## config.mk

```make
export PLATFORM = sky130hd
export DESIGN_NAME = layer_in_buf
export DESIGN_NICKNAME = d
export VERILOG_FILES = /design/src/rtl/layer_in_buf.sv
export SDC_FILE = /design/constraint.sdc
export NUM_CORES = 2
export LEC_CHECK = 0
export BUFFER_PORTS_ARGS = -buffer_cell sky130_fd_sc_hd__buf_4
export CORE_MARGIN = 10
export CORE_UTILIZATION = 50
export DETAILED_ROUTE_END_ITERATION = 8
export MAX_ROUTING_LAYER = met4
export PLACE_DENSITY = 0.74
export SLEW_MARGIN = 20
export SYNTH_ARGS = -nofsm -noshare
export SYNTH_HDL_FRONTEND = slang
export SYNTH_SLANG_ARGS = --single-unit
```

## constraint.sdc

```tcl
create_clock -name clk -period 2.2 [get_ports clk]
set_input_delay 0.22 -clock clk [delete_from_list [all_inputs] [get_ports clk]]
set_output_delay 0.22 -clock clk [all_outputs]
set_load 0.02 [all_outputs]
```

## src/rtl/layer_in_buf.sv

```systemverilog
// Double-buffered frame assembler: collects IN activations per frame into one
// bank while the other bank is presented in parallel to the fc layer.
module layer_in_buf #(
  parameter int unsigned WIDTH = 8,
  parameter int unsigned IN    = 128
) (
  input  logic             clk,
  input  logic             rst,
  input  logic [WIDTH-1:0] in_data,
  input  logic             in_valid,
  input  logic             in_last,
  output logic             in_ready,
  output logic [WIDTH-1:0] out_x [0:IN-1],
  output logic             out_valid,
  input  logic             out_ready,
  output logic             frame_err,
  output logic [15:0]      frame_cnt
);

  localparam int unsigned IW       = (IN > 1) ? $clog2(IN) : 1;
  localparam logic [IW-1:0] LAST_IDX = IW'(IN - 1);
  localparam logic [0:0] FILL = 1'b0;
  localparam logic [0:0] DROP = 1'b1;

  logic [0:0]       state, state_n;
  logic [IW-1:0]    idx, idx_n;
  logic             wb, wb_n;
  logic             rb, rb_n;
  logic [1:0]       full, full_n;
  logic             err_q, err_n;
  logic [15:0]      cnt_q, cnt_n;
  logic             accept;
  logic             rel;
  logic             wr_en;

  logic [WIDTH-1:0] bank0 [0:IN-1];
  logic [WIDTH-1:0] bank1 [0:IN-1];

  assign in_ready  = (state == DROP) | ~full[wb];
  assign accept    = in_valid & in_ready;
  assign rel       = full[rb] & out_ready;
  assign out_valid = full[rb];
  assign frame_err = err_q;
  assign frame_cnt = cnt_q;

  // Next-state: release of the read bank and commit of the write bank are independent
  always_comb begin
    state_n = state;
    idx_n   = idx;
    wb_n    = wb;
    rb_n    = rb;
    full_n  = full;
    err_n   = 1'b0;
    cnt_n   = cnt_q;
    wr_en   = 1'b0;

    if (rel) begin
      full_n[rb] = 1'b0;
      rb_n       = ~rb;
    end

    if (accept) begin
      case (state)
        FILL: begin
          wr_en = 1'b1;
          if (idx == LAST_IDX) begin
            idx_n = '0;
            if (in_last) begin
              full_n[wb] = 1'b1;
              wb_n       = ~wb;
              if (cnt_q != 16'hFFFF) cnt_n = cnt_q + 16'd1;
            end else begin
              err_n   = 1'b1;
              state_n = DROP;
            end
          end else if (in_last) begin
            idx_n = '0;
            err_n = 1'b1;
          end else begin
            idx_n = idx + IW'(1);
          end
        end
        DROP: begin
          if (in_last) state_n = FILL;
        end
        default: state_n = FILL;
      endcase
    end
  end

  // Control state register
  always_ff @(posedge clk or posedge rst) begin
    if (rst) begin
      state <= FILL;
      idx   <= '0;
      wb    <= 1'b0;
      rb    <= 1'b0;
      full  <= 2'b00;
      err_q <= 1'b0;
      cnt_q <= 16'd0;
    end else begin
      state <= state_n;
      idx   <= idx_n;
      wb    <= wb_n;
      rb    <= rb_n;
      full  <= full_n;
      err_q <= err_n;
      cnt_q <= cnt_n;
    end
  end

  // Data banks carry no reset; contents only matter once a bank is marked full
  always_ff @(posedge clk) begin
    if (wr_en) begin
      if (wb) bank1[idx] <= in_data;
      else    bank0[idx] <= in_data;
    end
  end

  always_comb begin
    for (int k = 0; k < int'(IN); k++) begin
      out_x[k] = rb ? bank1[k] : bank0[k];
    end
  end

endmodule

```

Word level (Yosys, flattened, before mapping)
Memories as Yosys holds them, arrays and structs flattened.
Index checks and enable logic that the tools add are counted.
Storage, ports and cells
  bits in writable memories: 2048
  word-level logic and storage cells: 190
  flip-flop bits (word level): 29
  output and inout bits: 1043
  memories kept: 2
Memories
  bank0: words 128, width 8, rd ports 128, clocked after Yosys merged registers in 0, wr ports 1, RTL line 36  | logic [WIDTH-1:0] bank0 [0:IN-1];
  bank1: words 128, width 8, rd ports 128, clocked after Yosys merged registers in 0, wr ports 1, RTL line 37  | logic [WIDTH-1:0] bank1 [0:IN-1];
Operators by class
  bitwise logic cells: 10
  equality and inequality tests: 2
  muxes and demuxes: 158
  $add $sub $neg: 2
  $lt $le $gt $ge: 4
  reductions and logical operators: 5
Operator list (count)
  8-bit two-way mux: 128
  1-bit two-way mux: 20
  16-bit by 1-bit adder with 16-bit output (second input constant): 1
  16-bit != test (second input constant): 1
  7-bit two-way mux: 2
  2-bit two-way mux: 5
  7-bit by 1-bit adder with 7-bit output (second input constant): 1
  7-bit equality test (second input constant): 1
  5-bit AND reduction: 1
  1-bit by 2-bit < comparator with 1-bit output (second input constant): 2
  1-bit NOT: 4
  4-bit AND reduction: 1
  1-bit AND: 2
  2-bit AND: 1
  1-bit demux with 1-bit select: 2
  1-bit greater-or-equal comparator (second input constant): 2
  1-bit logical AND: 2
  2-bit NOT: 1
  2-bit bitwise OR: 1
  1-bit one-hot mux with 2 select lines: 1
  2-bit AND reduction: 1
  1-bit bitwise OR: 1

Longest topological paths before layout
  depth in word-level cells: 12
  gate-level depth with buffers: 7
  mapped depth without buffers: 6

Worst setup path before layout
Ideal clock, no wire load.
  kind: reg2reg
  start point: register wb
  end point: memory bank0[106][0] (enable)
  library setup time: 0.370 ns
  data arrival time: 1.723 ns
  data required time: 1.830 ns
  cell stages (with the launch flop): 6
  setup slack: 0.106 ns
  buffers on the path: 1
  cell sequence: dfrtp_1 nor4b_2 and2b_1 nand2_1 clkbuf_1 nor2_1
Between the ends
  word-level cells in the longest chain between the ends: 8
Ends and longest elaborated chain
  start, declared: RTL line 27  | logic wb, wb_n;
  start signal, assigned: RTL line 104  | wb <= wb_n;
  1-bit two-way mux (implied by the code) (2 in a row): RTL line 39  | assign in_ready = (state == DROP) | ~full[wb];
  1-bit NOT: RTL line 39
  1-bit bitwise OR: RTL line 39
  1-bit AND: RTL line 40  | assign accept = in_valid & in_ready;
  1-bit two-way mux: RTL line 62  | if (accept) begin
  1-bit two-way mux *: RTL line 114  | if (wr_en) begin
  1-bit two-way mux (implied by the code) *: RTL line 116  | else bank0[idx] <= in_data;
  end, declared: RTL line 36
Every way passes the cells marked *; elsewhere a longest branch is shown, timed or not. The select of a mux whose other input is x is not followed.

==> results.tsv <==
stage	metric	value	unit
status	status	finished with violations	
status	failing checks	negative setup slack	
die	Die Area	169000	um2
layout	final non-filler cell total	7547	
detailed_routing	vias per cell	5.74	
critical_path	r2r setup slk	-0.07	ns
logic_synthesis	post-synth cell types	49	
logic_synthesis	register area share after synthesis	81.3	%
logic_synthesis	post-synth top area cell	edfxtp_1	
logic_synthesis	post-synthesis mux area share	15.1	%
die	Initial Util	50.3	%
logic_synthesis	Yosys reg bits	2077	
grt	largest net degree at the start of global routing	79	
layout	Final Cell Area	101000	um2
logic_synthesis	Cell Area, Synth	76500	um2
job	Max-Cap Viols	0	
grt	total congestion overflow	0	
power	Gate power share	1.9	%
placement	routability congestion estimate	0.860	
placement	dpl cell area	90800	um2
detailed_routing	Routed Antenna Nets	0	
detailed_routing	DRC	0	
layout	Util after Layout	66.3	%
cts	Longest Clk Path Bufs	3	
sta	RSZ-0062 raised after global routing	true	
critical_path	crit-path max cell delay	0.51	ns
logic_synthesis	number of synthesized flops with an enable pin	2048	
grt	vias in the first global route	42500	
power	P_sw	15.5	mW
power	clock network power share	42.4	%
logic_synthesis	async set-reset flop share out of synthesis	1.40	%
grt	All-Layer GR Usage	27.9	%
sta	Slew headroom	28.4	%
die	# rows	143	
power	PD cells	775	nW/um2
power	peak supply drop	0.824	mV
critical_path	Crit path max-delay family	buffers and inverters	
die	Core ar.	152000	um2
logic_synthesis	largest cells by area after synthesis	edfxtp_1 80%, mux2_2 15%, nor2_1 1.3%, dfrtp_1 0.95%, buf_2 0.72%	
cts	later-pin clock latency in the skew report	0.84	ns
layout	Final nets	5364	
sta	final worst slack	-0.490	ns
cts	clk slew on worst S/H paths	0.06	ns
power	Power Internal	62.6	mW
critical_path	CP dominant cell by count	buf_12	
sta	f_max	372	MHz
die	Die W	411	um
sta	crit path time final	2.69	ns
die	IO Count	1056	
logic_synthesis	Post-Synth Simple-Gate Area	2.14	%
critical_path	Worst EP required	1.98	ns
sta	fin crit share	122	%
logic_synthesis	synthesized area per cell	20.9	um2
sta	Max Clock Skew	0.0617	ns
critical_path	crit path capture type	output pin	
power	Power, Total	78.1	mW
logic_synthesis	most frequent cell after synthesis	edfxtp_1	
power	Net Sw Frac	19.8	%
power	Reg power frac	55.7	%
hold_path	worst hold path class	in2reg	
logic_synthesis	post-synthesis adder-cell area fraction	0.0491	%
critical_path	CP Cell Sequence	buf_12 -> buf_16 -> buf_12 -> clkbuf_16 -> mux2_4 -> buf_6	
placement	buffers added on ports	1055	
placement	dpl hpwl	160	mm
detailed_routing	Via Count	43300	
cts	clock root buffer	clkbuf_16	
critical_path	worst path arrival time	2.47	ns
cts	CTS Buf Count	196	
cts	H-tree depth	4	
detailed_routing	Initial DRT Pass Iterations	7	
logic_synthesis	count of warnings emitted by yosys	0	
critical_path	number of buffers and inverters on the critical path	5	
cts	# clock sinks	2077	
grt	initial antenna violation count	10	
logic_synthesis	ys flop type	edfxtp_1	
logic_synthesis	Synth Area in Compound Gates	0.180	%
detailed_routing	routed wire length	244	mm
cts	CTS tree	done	
critical_path	crit path kind	reg2out	
sta	final hold slack	0.0273	ns
logic_synthesis	Synth Area in XOR/XNOR	0.172	%
critical_path	startpoint type of the worst setup path	flip-flop	
detailed_routing	DR iter-0 viols	4664	
logic_synthesis	Cells after Synth	3667	
power	Leak	35.7	nW
critical_path	CP max stage cell	dfrtp_4	
logic_synthesis	post-synth top area share	80.4	%
detailed_routing	drt wl/cell	32.3	um
grt	first-pass GRT wire length	326	mm
sta	Final Hold Viols	0	
logic_synthesis	largest family of logic cells by synthesized area	multiplexers	
placement	# placed instances	7074	
sta	Slew @ Worst Pin	1.07	ns
sta	pins over their slew limit	0	
layout	Syn-to-layout area delta	31.8	%
logic_synthesis	Syn Nets	3683	
sta	Final setup viols	1072	
die	die height	411	um
critical_path	crit-path max FO	8	
logic_synthesis	commonest cells in the synthesized netlist	2,048 x edfxtp_1, 1,026 x mux2_2, 263 x nor2_1	
layout	share of post-route cells with drive strength above 1	53.6	%
## per-layer routing
layer / vias up / part of all wire (%) / track usage, %
li1: 17800 / - / -
met1: 22500 / 36 / 34.3
met2: 2622 / 50 / 45.1
met3: 422 / 9.7 / 6.61
met4: 0 / 4.3 / 9.99
met5: - / 0 / -
## cells by family (layout without fill, tap and decap cells)
group                    after synthesis  count (layout)
adder cells (fa/ha/maj)                3               3
AND/OR/NAND/NOR                      362             362
multiplexers                        1028            1028
other                                  0               4
flip-flops                          2077            2077
XOR/XNOR                              15              15
AO/OA/AOI/OAI                         22              22
buffers and inverters                160            2006
## final cells by class
class | count | area [um2]
diodes | 4 | 10.0
fillers | 9522 | 51300
multi-input cells | 1430 | 14100
repair buffers | 1637 | 15600
well taps | 2030 | 2540
flip-flops and latches | 2077 | 62200
clock buffers | 251 | 5240
inverters | 6 | 22.5
clock inverters | 112 | 1010
## what timing repair did
action,4_1_cts,5_1_grt
cloned,25,39
hold endpoints to repair,109,0
resized for setup,99,374
setup endpoints to repair,1064,1343
setup buffers,15,21
hold buffers,9,0
## path summary, 6_finish.rpt
path | from | to | depth (start not counted)
setup / recovery | rb$_DFFE_PP0N_ | out_x[566] | 6
hold / removal | in_data[5] | bank0[85][5]$_DFFE_PP_ | 1
setup reg to reg | state$_DFFE_PP0N_ | bank1[127][6]$_DFFE_PP_ | 4
hold reg to reg | frame_cnt[9]$_DFFE_PP0P_ | frame_cnt[9]$_DFFE_PP0P_ | 1
max in group asynchronous | rst | rb$_DFFE_PP0N_ | 4
min in group asynchronous | rst | frame_cnt[15]$_DFFE_PP0P_ | 4
## placed cells by master, fill, tap and decap left out, drive strengths merged, types with 2 or more instances in the layout
| master | count |
|---|---|
| nand3b | 2 |
| a21o | 2 |
| ha | 3 |
| mux2 | 1027 |
| and3 | 4 |
| clkbuf | 289 |
| nor3 | 4 |
| buf | 1583 |
| clkinv | 89 |
| dfrtp | 29 |
| nor3b | 2 |
| nand4 | 7 |
| a21oi | 4 |
| xor2 | 11 |
| and4bb | 3 |
| xnor2 | 4 |
| o31ai | 2 |
| nand2 | 31 |
| nor4b | 5 |
| a31oi | 3 |
| nor2b | 7 |
| nand3 | 16 |
| bufbuf | 7 |
| inv | 11 |
| diode | 4 |
| nor2 | 264 |
| dlygate4sd3 | 9 |
| and2b | 2 |
| nor4 | 7 |
| o21ai | 7 |
| and2 | 3 |
| bufinv | 17 |
| edfxtp | 2048 |
## state kept, by name, indices dropped and copies added, names as in the netlist
register   flops
rb             1
wb             1
state          1
bank1       1024
frame_cnt     16
bank0       1024
full           2
idx            7
frame_err      1
## through the flow
| step | TNS, ns | worst slack [ns] |
|---|---|---|
| 2_1_floorplan | 0 | 0.106 |
| 3_3_place_gp | -1.41 | -0.0976 |
| 3_5_place_dp | -1.73 | -0.107 |
| 4_1_cts | -515.18 | -0.611 |
| 5_1_grt | -500.06 | -0.547 |
| 6_report | -403.28 | -0.490 |
## power groups by stage
stage          clock network, mW  registers (mW)  logic [mW]
2_1_floorplan                  0            44.4       0.169
3_3_place_gp                   0            44.3        1.42
3_5_place_dp                   0            44.3        1.46
4_1_cts                     33.3            43.5        1.48
5_1_grt                     34.9            43.5        1.53
6_report                    33.1            43.5        1.48
(Power assumes the default switching activity.)
